$ cat config.mk
export PLATFORM = sky130hd
export DESIGN_NAME = spi_slave
export DESIGN_NICKNAME = d
export VERILOG_FILES = /design/src/rtl/spi_pkg.sv /design/src/rtl/spi_sync.sv /design/src/rtl/spi_slave.sv
export SDC_FILE = /design/constraint.sdc
export NUM_CORES = 1
export LEC_CHECK = 0
export CORE_MARGIN = 5
export CORE_UTILIZATION = 45
export DETAILED_ROUTE_END_ITERATION = 8
export PLACE_DENSITY = 0.67
export SETUP_SLACK_MARGIN = 0.1
export SLEW_MARGIN = 5
export SYNTH_ARGS = -nofsm -noshare
export SYNTH_HDL_FRONTEND = slang
export SYNTH_HIERARCHICAL = 1
export SYNTH_SLANG_ARGS = --single-unit
$ cat constraint.sdc
create_clock -name clk -period 2.7 [get_ports clk]
set_input_delay 0.54 -clock clk [delete_from_list [all_inputs] [get_ports clk]]
set_output_delay 0.54 -clock clk [all_outputs]
set_load 0.01 [all_outputs]
$ cat src/rtl/spi_pkg.sv
// rtl/spi_pkg.sv - shared types and constants for the SPI slave
package spi_pkg;

    localparam int SPI_DATA_W = 8;

    typedef enum logic [1:0] {
        ST_IDLE  = 2'd0,
        ST_LOAD  = 2'd1,
        ST_SHIFT = 2'd2
    } spi_slv_state_t;

    typedef struct packed {
        logic cpol;
        logic cpha;
    } spi_mode_t;

endpackage

$ cat src/rtl/spi_sync.sv
// rtl/spi_sync.sv - multi-flop synchronizer with rise/fall detect
module spi_sync #(
    parameter int STAGES = 2
) (
    input  logic clk,
    input  logic reset_n,
    input  logic rst_val,
    input  logic d,
    output logic q,
    output logic rise,
    output logic fall
);

    logic [STAGES-1:0] chain;
    logic              prev;
    logic [STAGES:0]   vld;

    always_ff @(posedge clk) begin
        if (!reset_n) begin
            chain <= {STAGES{rst_val}};
            prev  <= rst_val;
            vld   <= '0;
        end else begin
            chain <= {chain[STAGES-2:0], d};
            prev  <= chain[STAGES-1];
            vld   <= {vld[STAGES-1:0], 1'b1};
        end
    end

    // Edges are suppressed until the preset values have been flushed out,
    // so a level held across reset never looks like a fresh edge.
    assign q    = chain[STAGES-1];
    assign rise = vld[STAGES] & q & ~prev;
    assign fall = vld[STAGES] & ~q & prev;

endmodule

$ cat src/rtl/spi_slave.sv
// rtl/spi_slave.sv - SPI slave, all modes; SPI_SLAVE_OVERRUN_EN adds rx_ack/overrun
module spi_slave
    import spi_pkg::*;
#(
    parameter int SYNC_STAGES = 2
) (
    input  logic                  clk,
    input  logic                  reset_n,
    input  logic                  cpol,
    input  logic                  cpha,
    input  logic [SPI_DATA_W-1:0] tx_data,
    output logic                  tx_load_tick,
    output logic [SPI_DATA_W-1:0] rx_data,
    output logic                  rx_done_tick,
    output logic                  busy,
`ifdef SPI_SLAVE_OVERRUN_EN
    input  logic                  rx_ack,
    output logic                  overrun,
`endif
    input  logic                  sclk,
    input  logic                  ss_n,
    input  logic                  mosi,
    output logic                  miso,
    output logic                  miso_oe
);

    spi_slv_state_t        state;
    spi_mode_t             mode_q;
    logic [SPI_DATA_W-1:0] tx_reg;
    logic [SPI_DATA_W-2:0] rx_reg;
    logic [2:0]            bit_cnt;
    logic                  skip_shift;
`ifdef SPI_SLAVE_OVERRUN_EN
    logic                  rx_pending;
`endif

    logic sclk_q, sclk_rise, sclk_fall;
    logic ss_q, ss_rise, ss_fall;
    logic mosi_q, mosi_rise, mosi_fall;
    logic sync_unused;

    spi_sync #(.STAGES(SYNC_STAGES)) u_sync_sclk (
        .clk(clk), .reset_n(reset_n), .rst_val(cpol), .d(sclk),
        .q(sclk_q), .rise(sclk_rise), .fall(sclk_fall)
    );
    spi_sync #(.STAGES(SYNC_STAGES)) u_sync_ss (
        .clk(clk), .reset_n(reset_n), .rst_val(1'b1), .d(ss_n),
        .q(ss_q), .rise(ss_rise), .fall(ss_fall)
    );
    spi_sync #(.STAGES(SYNC_STAGES)) u_sync_mosi (
        .clk(clk), .reset_n(reset_n), .rst_val(1'b0), .d(mosi),
        .q(mosi_q), .rise(mosi_rise), .fall(mosi_fall)
    );

    assign sync_unused = ^{sclk_q, ss_rise, mosi_rise, mosi_fall};

    logic                  lead_edge, trail_edge, sample_edge, shift_edge;
    logic [SPI_DATA_W-1:0] rx_next;

    always_comb begin
        lead_edge   = mode_q.cpol ? sclk_fall : sclk_rise;
        trail_edge  = mode_q.cpol ? sclk_rise : sclk_fall;
        sample_edge = mode_q.cpha ? trail_edge : lead_edge;
        shift_edge  = mode_q.cpha ? lead_edge : trail_edge;
        rx_next     = {rx_reg, mosi_q};
    end

    always_ff @(posedge clk) begin
        if (!reset_n) begin
            state        <= ST_IDLE;
            mode_q       <= '0;
            tx_reg       <= '0;
            rx_reg       <= '0;
            bit_cnt      <= '0;
            skip_shift   <= 1'b0;
            rx_data      <= '0;
            rx_done_tick <= 1'b0;
            tx_load_tick <= 1'b0;
`ifdef SPI_SLAVE_OVERRUN_EN
            rx_pending   <= 1'b0;
            overrun      <= 1'b0;
`endif
        end else begin
            rx_done_tick <= 1'b0;
            tx_load_tick <= 1'b0;
`ifdef SPI_SLAVE_OVERRUN_EN
            if (rx_ack) begin
                rx_pending <= 1'b0;
                overrun    <= 1'b0;
            end
`endif
            if (ss_q) begin
                state      <= ST_IDLE;
                bit_cnt    <= '0;
                skip_shift <= 1'b0;
            end else begin
                case (state)
                    ST_IDLE: if (ss_fall) state <= ST_LOAD;
                    ST_LOAD: begin
                        tx_reg       <= tx_data;
                        tx_load_tick <= 1'b1;
                        bit_cnt      <= '0;
                        mode_q       <= '{cpol: cpol, cpha: cpha};
                        skip_shift   <= cpha;
                        state        <= ST_SHIFT;
                    end
                    ST_SHIFT: begin
                        if (sample_edge) begin
                            rx_reg  <= rx_next[SPI_DATA_W-2:0];
                            bit_cnt <= bit_cnt + 3'd1;
                            if (bit_cnt == 3'd7) begin
`ifdef SPI_SLAVE_OVERRUN_EN
                                if (rx_pending && !rx_ack) begin
                                    overrun <= 1'b1;
                                end else begin
                                    rx_data      <= rx_next;
                                    rx_done_tick <= 1'b1;
                                    rx_pending   <= 1'b1;
                                end
`else
                                rx_data      <= rx_next;
                                rx_done_tick <= 1'b1;
`endif
                                // The next shift edge belongs to the freshly
                                // loaded byte and must leave its MSB on miso.
                                tx_reg       <= tx_data;
                                tx_load_tick <= 1'b1;
                                skip_shift   <= 1'b1;
                            end
                        end
                        if (shift_edge) begin
                            if (skip_shift) skip_shift <= 1'b0;
                            else tx_reg <= {tx_reg[SPI_DATA_W-2:0], 1'b0};
                        end
                    end
                    default: state <= ST_IDLE;
                endcase
            end
        end
    end

    assign busy    = (state != ST_IDLE);
    assign miso_oe = busy;
    assign miso    = tx_reg[SPI_DATA_W-1];

endmodule

# Yosys cells after proc, flatten, opt, wreduce, memory -nomap -nowiden
# Cells that the tools add are included.
[op_classes] mux=25 eq_ne=5 reduce_logical=11 add_sub_neg=1 bitwise_logic=11
[ops] operator="8-bit 2-to-1 mux" n=4
[ops] operator="8-bit one-hot mux with 2 select lines" n=1
[ops] operator="1-bit 2-to-1 mux" n=13
[ops] operator="2-bit AND reduction" n=4
[ops] operator="1-bit AND" n=6
[ops] operator="2-bit one-hot mux with 3 select lines" n=1
[ops] operator="3-bit one-hot mux with 2 select lines" n=1
[ops] operator="1-bit NOT" n=5
[ops] operator="2-bit 2-to-1 mux" n=2
[ops] operator="2-bit != test, second input constant" n=2
[ops] operator="1-bit one-hot mux with 2 select lines" n=2
[ops] operator="4-bit AND reduction" n=1
[ops] operator="2-bit nonzero test" n=2
[ops] operator="3-bit by 1-bit adder with 3-bit output, second input constant" n=1
[ops] operator="3-bit == test, second input constant" n=1
[ops] operator="3-bit 2-to-1 mux" n=1
[ops] operator="3-bit AND reduction" n=1
[ops] operator="3-bit OR reduction" n=1
[ops] operator="2-bit by 1-bit == test with 1-bit output, second input constant" n=1
[ops] operator="2-bit == test, second input constant" n=1
[ops] operator="2-bit logical NOT" n=1
[ops] operator="2-bit OR reduction" n=1
[totals] register_bits=47 out_inout_bits=13 word_cells=72 in_bits=15

# Longest topological paths before layout
# Gate-level depths: netlist (run 1).
[depth] ltp_word=9 ltp_mapped=7 ltp_nobuf=7

# Modules after synthesis
# Netlist (run 1), hierarchy kept.
[by_module_without_submodules] mod="spi_slave" area_per_inst_um2=1701.6 seq_area_each_um2=660.6 n_inst=1 cells_each=207
[by_module_without_submodules] mod="spi_sync" area_per_inst_um2=183.9 seq_area_each_um2=120.1 n_inst=3 cells_each=13

# Worst setup path before layout (run 1)
# No wires, ideal clock.
[synth_path] path_type="register to register" start="reg state[0]" end="reg tx_reg[0]" t_arrival_ns=1.609 path_buffers=2 stages_incl_launch_ff=8 period_less_slack_ns=1.724 setup_slack_ns=0.976 t_required_ns=2.585 setup_time_ns=0.115 path_cell_list="dfxtp_1 -> inv_1 -> ha_1 -> nor2b_1 -> clkbuf_1 -> clkbuf_1 -> a21oi_1 -> o21a_1"
[synth_between] elab_chain_cells=3 word_cells_on_any_way=5 cone_classes="eq/ne: 2; mux: 1; reduce/logical: 2"
[synth_rtl] item="start, declared" line_no="spi_slave.sv:27" rtl="spi_slv_state_t state;"
[synth_rtl] item="start signal, assigned" line_no="spi_slave.sv:70" rtl="state <= ST_IDLE;"
[synth_rtl] item="start signal, assigned" line_no="spi_slave.sv:93" rtl="state <= ST_IDLE;"
[synth_rtl] item="start signal, assigned" line_no="spi_slave.sv:98" rtl="ST_IDLE: if (ss_fall) state <= ST_LOAD;"
[synth_rtl] item="2-bit == test or 2-bit by 1-bit == test with 1-bit output (tied branches)" line_no="spi_slave.sv:97" rtl="case (state)"
[synth_rtl] item="2-bit nonzero test (no source line)"
[synth_rtl] item="2-bit AND reduction (no source line)"
[synth_rtl] item="end signal, assigned" line_no="spi_slave.sv:100" rtl="tx_reg <= tx_data;"
[synth_rtl] item="end signal, assigned" line_no="spi_slave.sv:126" rtl="tx_reg <= tx_data;"
[synth_rtl] item="end signal, assigned" line_no="spi_slave.sv:133" rtl="else tx_reg <= {tx_reg[SPI_DATA_W-2:0], 1'b0};"
[synth_rtl] item="end, declared" line_no="spi_slave.sv:29" rtl="logic [SPI_DATA_W-1:0] tx_reg;"
# Parallel ways exist; a longest one is shown, timed or not.
# A chain may end at the register's enable or synchronous reset.

# Worst setup path after layout (run 1)
[layout_path] start="reg state[0]" end="out miso_oe"
[layout_between] elab_chain_cells=1
[layout_rtl] item="2-bit nonzero test" line_no="spi_slave.sv:142" rtl="assign busy = (state != ST_IDLE);"
[layout_rtl] item="end, declared" line_no="spi_slave.sv:24" rtl="output logic miso_oe"
# No other way between the ends.

==> results of run 1 <==
-- cells in the final DEF (no fill, tap or decap), drive strengths merged, types with 3 or more instances in the layout --
| cell type | instances |
|---|---|
| o221a | 6 |
| nand3 | 17 |
| a31oi | 3 |
| conb | 5 |
| nand2 | 27 |
| buf | 5 |
| clkdlybuf4s50 | 27 |
| mux2i | 9 |
| clkbuf | 6 |
| inv | 13 |
| mux2 | 10 |
| and2 | 4 |
| o21ai | 32 |
| nor2 | 7 |
| dfxtp | 47 |
| ha | 8 |
| a21oi | 14 |
| a21boi | 9 |
| and3b | 3 |
| nor2b | 3 |
-- stage by stage --
step                util [%]  std cells  hold WS [ps]
finish                  54.9        321           439
global route            54.9        321           450
CTS                     54.9        321           443
detailed placement      52.8        313           418
global placement        52.8        313           413
floorplan                  -        239           412
-- power breakdown --
part | total [mW] | internal, mW | switching, mW
clock | 0.448 | 0.209 | 0.239
combinational | 0.0747 | 0.0410 | 0.0337
sequential | 0.721 | 0.710 | 0.0111
total | 1.24 | 0.960 | 0.284
-- area by class of cell --
cell class,count,share of cell area [%]
Multi-Input combinational cell,167,42.8
Sequential cell,47,36.8
Timing Repair Buffer,32,12.0
Clock buffer,6,3.23
Tap cell,54,2.64
Inverter,13,1.91
Clock inverter,2,0.636
-- worst paths after layout --
check / cells after the start / to / from
worst max register to register: 7 / tx_reg[7]$_SDFFE_PN0P_ / bit_cnt[0]$_SDFFE_PP0P_
worst min register to register: 1 / u_sync_sclk/vld[2]$_SDFF_PN0_ / u_sync_sclk/vld[1]$_SDFF_PN0_
worst min-delay path: 1 / u_sync_sclk/vld[2]$_SDFF_PN0_ / u_sync_sclk/vld[1]$_SDFF_PN0_
worst max-delay path: 4 / miso_oe / state[0]$_SDFFE_PP0P_
-- critical path: cells and delay by family, from the launching register on --
family | cells | cell delay [ps]
adders and majority gates | 1 | 200
buffers and inverters | 3 | 730
DFF | 1 | 390
-- per-layer routing --
layer	up-vias	GRT usage, %	wire length, um
li1	877	-	-
met1	780	18.0	1970
met2	31	21.6	1780
met3	7	4.42	213
met4	0	5.94	70
met5	-	0	0
==> flow_summary.json, run 1 <==
{
  "setup.worst_path.end_class": "primary output",
  "power.ir.vdd_worst_v": 0.000307,
  "multi_input_comb_area_um2": 1090,
  "clkTransAtPathRegs_ps": 80,
  "grt_setup_unrepaired": "no",
  "post_cts_hold_buffer_count": 0,
  "hp-class": "flop to flop",
  "ys.warnings.count": 6,
  "timing_worst_setup_path_type": "flop to primary output",
  "globalplace.congestion": 0.690,
  "initialDrtViolationCount": 73,
  "antenna-diode-count": 0,
  "power.density_cell_area_nw_per_um2": 486,
  "worst_path_largest_cell_delay_ps": 540,
  "endpoint_required_time_on_the_critical_path_ps": 2160,
  "fin_crit_sh_pct": 79.5,
  "nNetsFinal": 289,
  "cts-htree-levels": 2,
  "critical_path.slowest_cell": "sky130_fd_sc_hd__clkdlybuf4s50_1",
  "firstDrtPassIters": 4,
  "vias_per_cell": 5.28,
  "numPortBuffers": 27,
  "path_max_fanout": 4,
  "drt.antenna.violating_nets": 0,
  "wl_per_cell_um": 12.6,
  "static-leakage-power_nw": 0.970,
  "number_of_cells_upsized_or_downsized_after_cts": 0,
  "design_area_um2": 2560,
  "post_route_cells_drive_above_1_share_pct": 9.36,
  "max_freq_mhz": 466,
  "area_growth_syn_to_layout_pct": 20.5,
  "core_outline_area_um2": 4660,
  "totalNegativeSetupSlack_ps": 0,
  "pin_count": 28,
  "cts_num_sinks": 47,
  "grt.overflow.total": 0,
  "start_util_pct": 45.6,
  "grt_first_pass_wirelength_um": 6900,
  "ff2ff_setup_slack_ps": 860,
  "max-cap-violations": 0,
  "via_count_of_the_first_global_routing_pass": 1503,
  "synthesized_area_divided_by_synthesized_cell_count_um2": 9.00,
  "grt.total_usage_pct": 14.0,
  "cp.arrival_ps": 1610,
  "die_area_um2": 6190,
  "fin_worst_skew_ps": 5.27,
  "cts-buffers-inserted": 5,
  "cts_root_buf": "sky130_fd_sc_hd__clkbuf_8",
  "placementRows": 25,
  "fillers": 444,
  "totalPowerFinal_mw": 1.24,
  "clk_latency_ps": 300,
  "cts_setup_buffers": 0,
  "netlist_area_um2": 2120,
  "tritoncts": "built",
  "setup_ws_ps": 555,
  "antenna_violations_before_repair": 0,
  "detail_route.drc_violations": 0,
  "placed_area_um2": 2460,
  "crit_path_cell_trace": "inv_1, ha_1, inv_1, clkdlybuf4s50_1",
  "type_of_element_launching_the_critical_path": "flop",
  "worst-slew-pin-transition_ps": 535,
  "die_y_um": 78.7,
  "die_width_um": 78.7,
  "detailroute.via_count": 1695,
  "crit_top_cell": "sky130_fd_sc_hd__inv_1",
  "detailedPlace.worstSlack_ps": 605,
  "clock_tree.buffer_depth": 2,
  "dp_hpwl_um": 2820,
  "postRouteWirelength_um": 4040,
  "period_minus_slack_ps": 2150,
  "timing.final.hold_violations": 0,
  "timing.slew.headroom_pct": 64.2,
  "final-seq-area_um2": 941,
  "synthesis.instances": 236,
  "report.final.setup_viol": 0,
  "outcome": "finished clean",
  "pin_count_of_the_biggest_net_entering_global_routing": 29,
  "final_max_tran_viols": 0
}
Power figures use the tool's default switching activity.
==> run 2, diff against run 1 <==
- PLACE_DENSITY: 0.67 -> 0.69
- clock period: 2.7 -> 1.8 ns (I/O delays scaled with it)
==> run 2 against run 1 <==
Wire length is 4.0% higher; first-iteration DRC count is 38% higher; sequential share of layout area down 0.97 points; cell count is 0.93% higher; global-route usage grew 0.45 points; highest routed layer unchanged; core utilization up 2.0 points; non-clock buffer count up 4; register-to-register slack got worse by 680 ps.
==> flow_summary.json, run 2 (synthesis gave the netlist of run 1 again) <==
{
  "outcome": "finished clean",
  "clkTransAtPathRegs_ps": 80,
  "max_freq_mhz": 617,
  "die_area_um2": 6190,
  "static-leakage-power_nw": 0.995,
  "dp_hpwl_um": 2810,
  "vias_per_cell": 5.29,
  "timing.final.hold_violations": 0,
  "clock_tree.buffer_depth": 2,
  "met2_usage_pct": 24.4,
  "report.final.setup_viol": 0,
  "pin_count": 28,
  "endpoint_required_time_on_the_critical_path_ps": 2040,
  "period_minus_slack_ps": 1620,
  "post_route_cells_drive_above_1_share_pct": 14.8,
  "die_width_um": 78.7,
  "critical_path.slowest_cell": "sky130_fd_sc_hd__dfxtp_1",
  "timing.slew.headroom_pct": 66.5,
  "grt.overflow.total": 0,
  "wl_per_cell_um": 13.0,
  "worst_path_largest_cell_delay_ps": 350,
  "timing_worst_setup_path_type": "flop to flop",
  "grt_first_pass_wirelength_um": 7250,
  "design_area_um2": 2650,
  "fin_crit_sh_pct": 90.0,
  "totalNegativeSetupSlack_ps": 0,
  "type_of_element_launching_the_critical_path": "flop",
  "nNetsFinal": 293,
  "global_routing_met3_resource_utilization_pct": 3.97,
  "via_count_of_the_first_global_routing_pass": 1614,
  "final_common_cell": "sky130_fd_sc_hd__dfxtp_1",
  "numPortBuffers": 27,
  "hp-class": "flop to flop",
  "post_cts_hold_buffer_count": 0,
  "globalRoute.busiestLayer": "met2",
  "final_max_tran_viols": 0,
  "worst-slew-pin-transition_ps": 501,
  "globalplace.congestion": 0.755,
  "crit_path_cell_trace": "and3b_2, nor2b_1, mux2i_1, buf_4, o21ai_0, a31oi_1, o221a_2",
  "detailroute.via_count": 1715,
  "tritoncts": "built",
  "cts_root_buf": "sky130_fd_sc_hd__clkbuf_8",
  "max-cap-violations": 0,
  "start_util_pct": 45.6,
  "cp.arrival_ps": 1860,
  "power.ir.vdd_worst_v": 0.000469,
  "antenna_violations_before_repair": 0,
  "initialDrtViolationCount": 101,
  "path_max_fanout": 13,
  "firstDrtPassIters": 4,
  "postRouteWirelength_um": 4200,
  "placed_area_um2": 2480,
  "cts_num_sinks": 47,
  "drt.antenna.violating_nets": 0,
  "fin_worst_skew_ps": 6.47,
  "area_growth_syn_to_layout_pct": 24.9,
  "pin_count_of_the_biggest_net_entering_global_routing": 50,
  "antenna-diode-count": 0,
  "detail_route.drc_violations": 0,
  "placementRows": 25,
  "grt.total_usage_pct": 14.5,
  "setup.worst_path.end_class": "flop",
  "clk_latency_ps": 290,
  "met1_usage_pct": 17.7,
  "grt_setup_unrepaired": "yes",
  "fillers": 431,
  "core_outline_area_um2": 4660,
  "cts-htree-levels": 2,
  "mostFrequentLayoutCells": "sky130_fd_sc_hd__dfxtp_1 (42), sky130_fd_sc_hd__o21ai_0 (30), sky130_fd_sc_hd__nand2_1 (26), sky130_fd_sc_hd__clkdlybuf4s50_1 (25), sky130_fd_sc_hd__nand3_1 (17)",
  "power.density_cell_area_nw_per_um2": 729,
  "die_y_um": 78.7,
  "cts-buffers-inserted": 5,
  "totalPowerFinal_mw": 1.93
}
run 2: cell types whose count changed in the layout (fill, tap and decap cells not counted), sizes merged:
| cell | change |
|---|---|
| buf | +4 |
| clkbuf | +2 |
| clkdlybuf4s50 | -2 |
| bufinv | +1 |
| clkinv | -1 |
| clkinvlp | -1 |
run 2: final cells by class:
type | count | area, um2 | area share, %
clock inverters | 1 | 30.0 | 1.13
multi-input cells | 167 | 1140 | 43.0
well taps | 54 | 67.6 | 2.55
flip-flops and latches | 47 | 950 | 35.8
repair buffers | 36 | 344 | 13.0
inverters | 13 | 48.8 | 1.84
clock buffers | 6 | 72.6 | 2.74
run 2: repair_timing:
| item | in CTS | in global routing |
|---|---|---|
| setup buffers | 2 | 1 |
| setup endpoints to repair | 14 | 21 |
| resized for setup | 9 | 15 |
| pin swaps | 0 | 4 |
run 2: path summary, 6_finish.rpt:
path,startpoint,to,slack [ps],depth (start not counted)
min,u_sync_ss/vld[1]$_SDFF_PN0_,u_sync_ss/vld[2]$_SDFF_PN0_,440,1
max reg2reg,u_sync_sclk/chain[1]$_DFF_P_,tx_reg[6]$_SDFFE_PN0P_,180,7
max,u_sync_sclk/chain[1]$_DFF_P_,tx_reg[6]$_SDFFE_PN0P_,180,7
min reg2reg,u_sync_ss/vld[1]$_SDFF_PN0_,u_sync_ss/vld[2]$_SDFF_PN0_,440,1
run 2: metal layers:
layer  vias up  wire, um
met1       785      2020
li1        888         -
met5         -         0
met2        40      1940
met3         2       214
met4         0        21
run 2: critical path, delay by kind of cell, from the launching register on:
| family | cells | cell delay, ps |
|---|---|---|
| flops | 1 | 350 |
| simple gates | 2 | 390 |
| mux | 1 | 190 |
| buf+inv | 1 | 210 |
| compound gates | 3 | 440 |
run 2: metrics by stage:
| stage | setup WS (ps) | util, % | cells | hold WS (ps) |
|---|---|---|---|---|
| final | 180 | 56.9 | 324 | 441 |
| after global routing | 69.5 | 56.9 | 324 | 463 |
| after CTS | 119 | 56.4 | 323 | 444 |
| after detailed placement | 31.9 | 53.2 | 314 | 425 |
| after global placement | 65.7 | 53.2 | 314 | 420 |
| after floorplan | 119 | - | 239 | 388 |
run 2: power by group:
part / switching [mW] / internal (mW) / leakage (nW) / total, mW
clock network: 0.332 / 0.407 / 0.0513 / 0.739
registers: 0.0171 / 1.06 / 0.386 / 1.08
logic: 0.0520 / 0.0632 / 0.558 / 0.115
